File: config.mk
export PLATFORM = sky130hd
export DESIGN_NAME = tt_scan_driver
export DESIGN_NICKNAME = d
export VERILOG_FILES = /design/src/rtl/tt_scan_driver.sv
export SDC_FILE = /design/constraint.sdc
export NUM_CORES = 1
export LEC_CHECK = 0
export CORE_ASPECT_RATIO = 0.75
export CORE_MARGIN = 2
export CORE_UTILIZATION = 59
export DETAILED_ROUTE_END_ITERATION = 8
export GPL_TIMING_DRIVEN = 0
export PLACE_DENSITY = 0.84
export SLEW_MARGIN = 5
export SYNTH_ARGS = -nofsm -noshare
export SYNTH_HDL_FRONTEND = slang
export SYNTH_SLANG_ARGS = --single-unit
File: constraint.sdc
create_clock -name clk12MHz -period 3.6 [get_ports clk12MHz]
set_clock_uncertainty 0.1 [all_clocks]
set_input_delay 0.72 -clock clk12MHz [delete_from_list [all_inputs] [get_ports clk12MHz]]
set_output_delay 0.72 -clock clk12MHz [all_outputs]
set_load 0.02 [all_outputs]
File: src/rtl/tt_scan_driver.sv
// tt_scan_driver: runs one full TT03-style scan chain access (shift in, latch,
// capture, shift out) and derives every scan-chain signal from clk12MHz.
module tt_scan_driver #(
  parameter int CLK_DIV = 6,
  parameter int CNT_W   = 8
) (
  input  logic       clk12MHz,
  input  logic       rst,
  input  logic       start,
  input  logic [7:0] data_in,
  output logic       busy,
  output logic       done,
  output logic [7:0] data_out,
  output logic       sc_clk,
  output logic       sc_data,
  output logic       sc_latch_en,
  output logic       sc_select,
  input  logic       sc_return
);

  typedef enum logic [2:0] {
    S_IDLE      = 3'd0,
    S_SHIFT_IN  = 3'd1,
    S_LATCH     = 3'd2,
    S_CAPTURE   = 3'd3,
    S_SHIFT_OUT = 3'd4,
    S_DONE      = 3'd5
  } state_t;

  localparam logic [CNT_W-1:0] DIV_LAST = CNT_W'(CLK_DIV - 1);

  state_t           state_reg, state_next;
  logic [CNT_W-1:0] div_reg, div_next;
  logic             phase_reg, phase_next;
  logic [2:0]       bit_reg, bit_next;
  logic [7:0]       shift_reg, shift_next;
  logic [7:0]       rx_reg, rx_next;
  logic [7:0]       data_out_reg, data_out_next;

  logic busy_reg, busy_next;
  logic done_reg, done_next;
  logic sc_clk_reg, sc_clk_next;
  logic sc_data_reg, sc_data_next;
  logic sc_latch_en_reg, sc_latch_en_next;
  logic sc_select_reg, sc_select_next;

  logic half_end;
  logic slot_end;
  logic clocked_next;

  // A slot is a low half (phase 0) followed by a high half (phase 1),
  // each CLK_DIV cycles long.
  assign half_end = (div_reg == DIV_LAST);
  assign slot_end = half_end && phase_reg;

  always_comb begin
    state_next    = state_reg;
    div_next      = div_reg;
    phase_next    = phase_reg;
    bit_next      = bit_reg;
    shift_next    = shift_reg;
    rx_next       = rx_reg;
    data_out_next = data_out_reg;

    case (state_reg)
      S_IDLE: begin
        if (start) begin
          state_next = S_SHIFT_IN;
          shift_next = data_in;
          bit_next   = 3'd0;
          div_next   = '0;
          phase_next = 1'b0;
        end
      end

      S_DONE: begin
        state_next = S_IDLE;
      end

      default: begin
        if (half_end) begin
          div_next   = '0;
          phase_next = ~phase_reg;
        end else begin
          div_next = div_reg + CNT_W'(1);
        end

        case (state_reg)
          S_SHIFT_IN: begin
            if (slot_end) begin
              shift_next = {shift_reg[6:0], 1'b0};
              if (bit_reg == 3'd7) begin
                state_next = S_LATCH;
                bit_next   = 3'd0;
              end else begin
                bit_next = bit_reg + 3'd1;
              end
            end
          end

          S_LATCH: begin
            if (slot_end) state_next = S_CAPTURE;
          end

          S_CAPTURE: begin
            if (slot_end) begin
              state_next = S_SHIFT_OUT;
              bit_next   = 3'd0;
            end
          end

          S_SHIFT_OUT: begin
            // Sample on the edge that raises sc_clk, so we see the chain's
            // output before it shifts.
            if (half_end && !phase_reg) rx_next = {rx_reg[6:0], sc_return};
            if (slot_end) begin
              if (bit_reg == 3'd7) begin
                state_next    = S_DONE;
                data_out_next = rx_reg;
                bit_next      = 3'd0;
              end else begin
                bit_next = bit_reg + 3'd1;
              end
            end
          end

          default: ;
        endcase
      end
    endcase

    // Outputs are registered from the next-state view so they line up with
    // the state they belong to and come straight from flops.
    clocked_next = (state_next == S_SHIFT_IN) || (state_next == S_CAPTURE) ||
                   (state_next == S_SHIFT_OUT);
    busy_next        = (state_next != S_IDLE) && (state_next != S_DONE);
    done_next        = (state_next == S_DONE);
    sc_clk_next      = clocked_next && phase_next;
    sc_data_next     = (state_next == S_SHIFT_IN) ? shift_next[7] : 1'b0;
    sc_latch_en_next = (state_next == S_LATCH);
    sc_select_next   = (state_next == S_CAPTURE);
  end

  always_ff @(posedge clk12MHz) begin
    if (rst) begin
      state_reg       <= S_IDLE;
      div_reg         <= '0;
      phase_reg       <= 1'b0;
      bit_reg         <= 3'd0;
      shift_reg       <= 8'd0;
      rx_reg          <= 8'd0;
      data_out_reg    <= 8'd0;
      busy_reg        <= 1'b0;
      done_reg        <= 1'b0;
      sc_clk_reg      <= 1'b0;
      sc_data_reg     <= 1'b0;
      sc_latch_en_reg <= 1'b0;
      sc_select_reg   <= 1'b0;
    end else begin
      state_reg       <= state_next;
      div_reg         <= div_next;
      phase_reg       <= phase_next;
      bit_reg         <= bit_next;
      shift_reg       <= shift_next;
      rx_reg          <= rx_next;
      data_out_reg    <= data_out_next;
      busy_reg        <= busy_next;
      done_reg        <= done_next;
      sc_clk_reg      <= sc_clk_next;
      sc_data_reg     <= sc_data_next;
      sc_latch_en_reg <= sc_latch_en_next;
      sc_select_reg   <= sc_select_next;
    end
  end

  assign busy        = busy_reg;
  assign done        = done_reg;
  assign data_out    = data_out_reg;
  assign sc_clk      = sc_clk_reg;
  assign sc_data     = sc_data_reg;
  assign sc_latch_en = sc_latch_en_reg;
  assign sc_select   = sc_select_reg;

endmodule
* After elaboration in Yosys (flattened, before gate mapping) *
Cells that the tools add are included.

storage, ports and cells
  flip-flop bits (word level) = 45
  logic and storage cells = 81
  bits of input ports = 12

cells by class
  add/sub/neg operators = 2
  equal/unequal tests = 16
  reductions and logical operators = 20
  bitwise logic cells = 4
  muxes and demuxes = 25

operators by type and width
  kind                                                  count
  two-way mux 8 bit                                     5
  two-way mux 3 bit                                     11
  case mux 8 bit (2 select lines)                       2
  case mux 3 bit (2 select lines)                       3
  equality test 3 bit (second input constant)           5
  equality test 3 x 2 -> 1 bit (second input constant)  4
  case mux 3 bit (4 select lines)                       1
  adder 8 x 1 -> 8 bit (second input constant)          1
  equality test 8 x 3 -> 1 bit (second input constant)  1
  AND reduction 4 bit                                   2
  equality test 3 x 1 -> 1 bit (second input constant)  2
  != test 3 bit (second input constant)                 2
  nonzero test 3 bit                                    2
  OR reduction 2 bit                                    3
  AND reduction 5 bit                                   1
  logical AND 1 bit                                     4
  inverter 1 bit                                        4
  nonzero test 2 bit                                    2
  adder 3 x 1 -> 3 bit (second input constant)          1
  zero test 3 bit                                       1
  != test 3 x 1 -> 1 bit (second input constant)        1
  AND reduction 3 bit                                   1
  logical OR 1 bit                                      2
  two-way mux 1 bit                                     2
  other kinds (4)                                       4

* Depth between registers and ports, before layout *
  depth in word-level cells = 9
  depth in mapped cells = 10

* Worst setup path before layout *
OpenSTA, ideal clock, no wires.

  path kind = register -> register
  from = reg div_reg[0]
  to = reg data_out_reg[0], in the netlist data_out[0]
  arrival time = 2.021 ns
  cell stages (with the launch flop) = 10
  period minus slack after synthesis = 2.249 ns
  slack = 1.351 ns
  library setup time = 0.128 ns
  buffers on the path = 1
  cells stage by stage = dfxtp_1 ha_1 nor4b_2 and3_1 ha_1 and2_1 and2_1 buf_2 mux2i_1 nor2_1

on the way
  word-level cells in the longest chain between the ends = 3

RTL lines
  element                        RTL line  text
  from (decl)                    33        logic [CNT_W-1:0] div_reg, div_next;
  from (signal assigned)         161       div_reg <= div_next;
  equality test 8 x 3 -> 1 bit   53        assign half_end = (div_reg == DIV_LAST);
  logical AND 1 bit              54        assign slot_end = half_end && phase_reg;
  AND reduction 4 bit (no line)  --
  to (signal assigned)           166       data_out_reg <= data_out_next;
  to (decl)                      38        logic [7:0] data_out_reg, data_out_next;

Every way passes these cells.
A chain may end at the register's enable or synchronous reset.

* Worst setup path in the final report *
  from = reg div_reg[0]
  to = reg data_out_reg[6], in the netlist data_out[6]

The elaborated chain is that of the path after synthesis.

==> impl_metrics.tcl <==
set metrics [dict create \
    overflow 0 \
    r2r-end "data_out[6]" \
    path_clk_slew_ps 90 \
    grt_first_pass_wirelength_mm 7.89 \
    timing.fmax_mhz 378 \
    power.total_w 0.00101 \
    pre_cts_slack_ps 1020 \
    status "finished, final reports clean" \
    synth_nets 252 \
    cts_tree "yes" \
    drc 0 \
    crit_arrival_ps 2730 \
    yosys.area.top_type "dfxtp_1" \
    fillCellCount 232 \
    p_leak_nw 0.918 \
    dieHeight_um 55.7 \
    worst_pin_slew_ps 634 \
    rsz0062_at_grt "false" \
    fin_ws_ps 955 \
    worstSetupPathType "reg -> reg" \
    crit_slowest_cell "dfxtp_1" \
    timing.final.crit_share_pct 73.5 \
    diodes 0 \
    dieArea_um2 4070 \
    ys.warnings.count 0 \
    post_cts_buffers 0 \
    cts_buffer_depth 2 \
    slew_violations 0 \
    crit_path_end_kind "flop" \
    synth_top_area_share_pct 42.8 \
    max_stage_delay_ps 430 \
    post_drt_wl_per_cell_um 15.2 \
    muxShareOfSynthArea_pct 5.82 \
    start_util_pct 62.8 \
    powerDensity_nw_per_um2 401 \
    drt-initial-drc-count 202 \
    max_slew_margin_pct 57.6 \
    post-route-min-period_ps 2640 \
    synth_edf_count 0 \
    synthTopCellsByArea "dfxtp_1 (43%), nand2_1 (5.5%), nor2_1 (5.2%)" \
    antenna_found_initial 0 \
    syn_avg_cell_area_um2 9.04 \
    grt_pass1_vias 1667 \
    area_growth_syn_to_layout_pct 19.3 \
    required_ps 3690 \
    critPathLaunch "div_reg[0]" \
    drt_wl_total_mm 4.63 \
    synth_area_um2 2110 \
    crit_end "data_out[6]" \
    synthSimpleGateAreaFrac_pct 23.4 \
    dp_hpwl_mm 3.25 \
    ys_seq_area_share_pct 42.8 \
    cts.sinks 45 \
    cts_buffers 5 \
    dieWidth_um 73.0 \
    min_path_type "reg -> reg" \
    synthAdderAreaFrac_pct 4.16 \
    worst-r2r-cell-count 9 \
    drv_cap 0 \
    cts_htree_levels 2 \
    async_flop_share_pct 0 \
    portBuffers 24 \
    vias_per_cell 5.96 \
    postCtsHoldBufs 0 \
    synth_cell_types 50 \
    finalSetupViolCount 0 \
    r2r_slack_ps 960 \
    synth_top_family_by_area "simple AND/OR/NAND/NOR gates" \
    placementRows 18 \
    grt.total_usage_pct 24.6 \
    yosys.area_share.xor_xnor_pct 1.72 \
    vias 1818 \
    hp-start "rx_reg[7]" \
    synth_compound_gate_area_share_pct 17.8 \
    io_pins 26 \
    synth-seq-cells 45 \
    cp_cell_sequence "ha_1 -> nor4b_2 -> and3_1 -> ha_1 -> and2_1 -> and2_1 -> buf_2 -> mux2i_1 -> nor2_1" \
    hold_slack_ps 369 \
    clock-root-buffer "clkbuf_8" \
    ctsResizeCount 0 \
    hold_violations 0 \
    clk_latency_ps 310 \
    ant_nets 0 \
    synthCells 233 \
    post-route-util_pct 74.9 \
    gp_congestion 1.01 \
    crit_fanout 9 \
    firstDrtPassIters 5 \
    core_um2 3360 \
    seqCellArea_um2 901 \
    finalNetCount 283 \
    drive_gt1_share_pct 9.06 \
    synth-main-ff-cell "dfxtp_1" \
    startpoint_type "flop" \
    ir_drop_mv 0.293 \
    multi_input_area_um2 1110 \
    grt_max_degree 17 \
    finalSetupTns_ps 0 \
    rr_startpoint "div_reg[0]" \
]
==> layout make-up <==
| class | instances | share of cell area, % |
|---|---|---|
| Tap cell | 40 | 1.99 |
| Sequential cell | 45 | 35.9 |
| Clock inverter | 3 | 1.89 |
| Buffer | 13 | 2.59 |
| Multi-Input combinational cell | 168 | 44.3 |
| Inverter | 7 | 1.05 |
| Timing Repair Buffer | 24 | 9.56 |
| Clock buffer | 5 | 2.74 |
==> cell usage after synthesis, drive strengths merged, types with 6 or more instances <==
library cell / instances
clkbuf: 6
dfxtp: 45
buf: 7
mux2i: 10
a21oi: 20
ha: 7
nand2: 31
nor2: 29
a222oi: 6
nand3: 6
o21ai: 7
inv: 7
==> worst min path at each step <==
stage,slack (ps),end,cells after the start
after floorplan,340,rx_reg[7],2
after global placement,350,rx_reg[7],2
after detailed placement,350,rx_reg[7],2
after CTS,370,rx_reg[7],2
after global routing,400,rx_reg[3],2
final,370,rx_reg[7],2
==> cells in the final DEF, fill, tap and decap left out, types with 4 or more instances in the layout <==
| cell type | n |
|---|---|
| nand3_1 | 6 |
| dfxtp_1 | 45 |
| inv_1 | 7 |
| nor2_1 | 29 |
| ha_1 | 7 |
| mux2i_1 | 10 |
| clkdlybuf4s50_1 | 24 |
| clkbuf_1 | 6 |
| o21ai_0 | 6 |
| a21oi_1 | 20 |
| a222oi_1 | 6 |
| buf_2 | 4 |
| clkbuf_8 | 5 |
| nand2_1 | 31 |
==> layer usage <==
layer / up-vias / global-route usage (%) / routed length, µm
met5: - / 0 / 0
met3: 9 / 4.89 / 346
met1: 844 / 36.8 / 2180
li1: 895 / - / -
met2: 70 / 35.1 / 2040
met4: 0 / 7.94 / 59
==> worst max-delay path: cells and delay by family, from the launching register on <==
kind,cells,cell delay [ps]
and+or+nand+nor,5,1030
adders and majority gates,2,460
DFF,1,430
buffers and inverters,1,260
muxes,1,240
==> power breakdown <==
group | internal [W] | switching [W] | total [W]
logic | 0.0000423 | 0.0000499 | 0.0000922
registers | 0.000507 | 0.00000589 | 0.000513
clock network | 0.000212 | 0.000191 | 0.000402
==> through the flow <==
step,instances,cell area [µm²]
3_5_place_dp,297,2400
5_1_grt,305,2510
3_3_place_gp,297,2400
6_report,305,2510
4_1_cts,305,2510
2_1_floorplan,233,2110
==> logic make-up after synthesis <==
kind of cell | Yosys count
fa+ha+maj | 7
flops | 45
mux | 12
xor+xnor | 2
buf+inv | 20
compound gates | 52
simple gates | 95
Note: power is estimated with default switching activity, not from simulation.
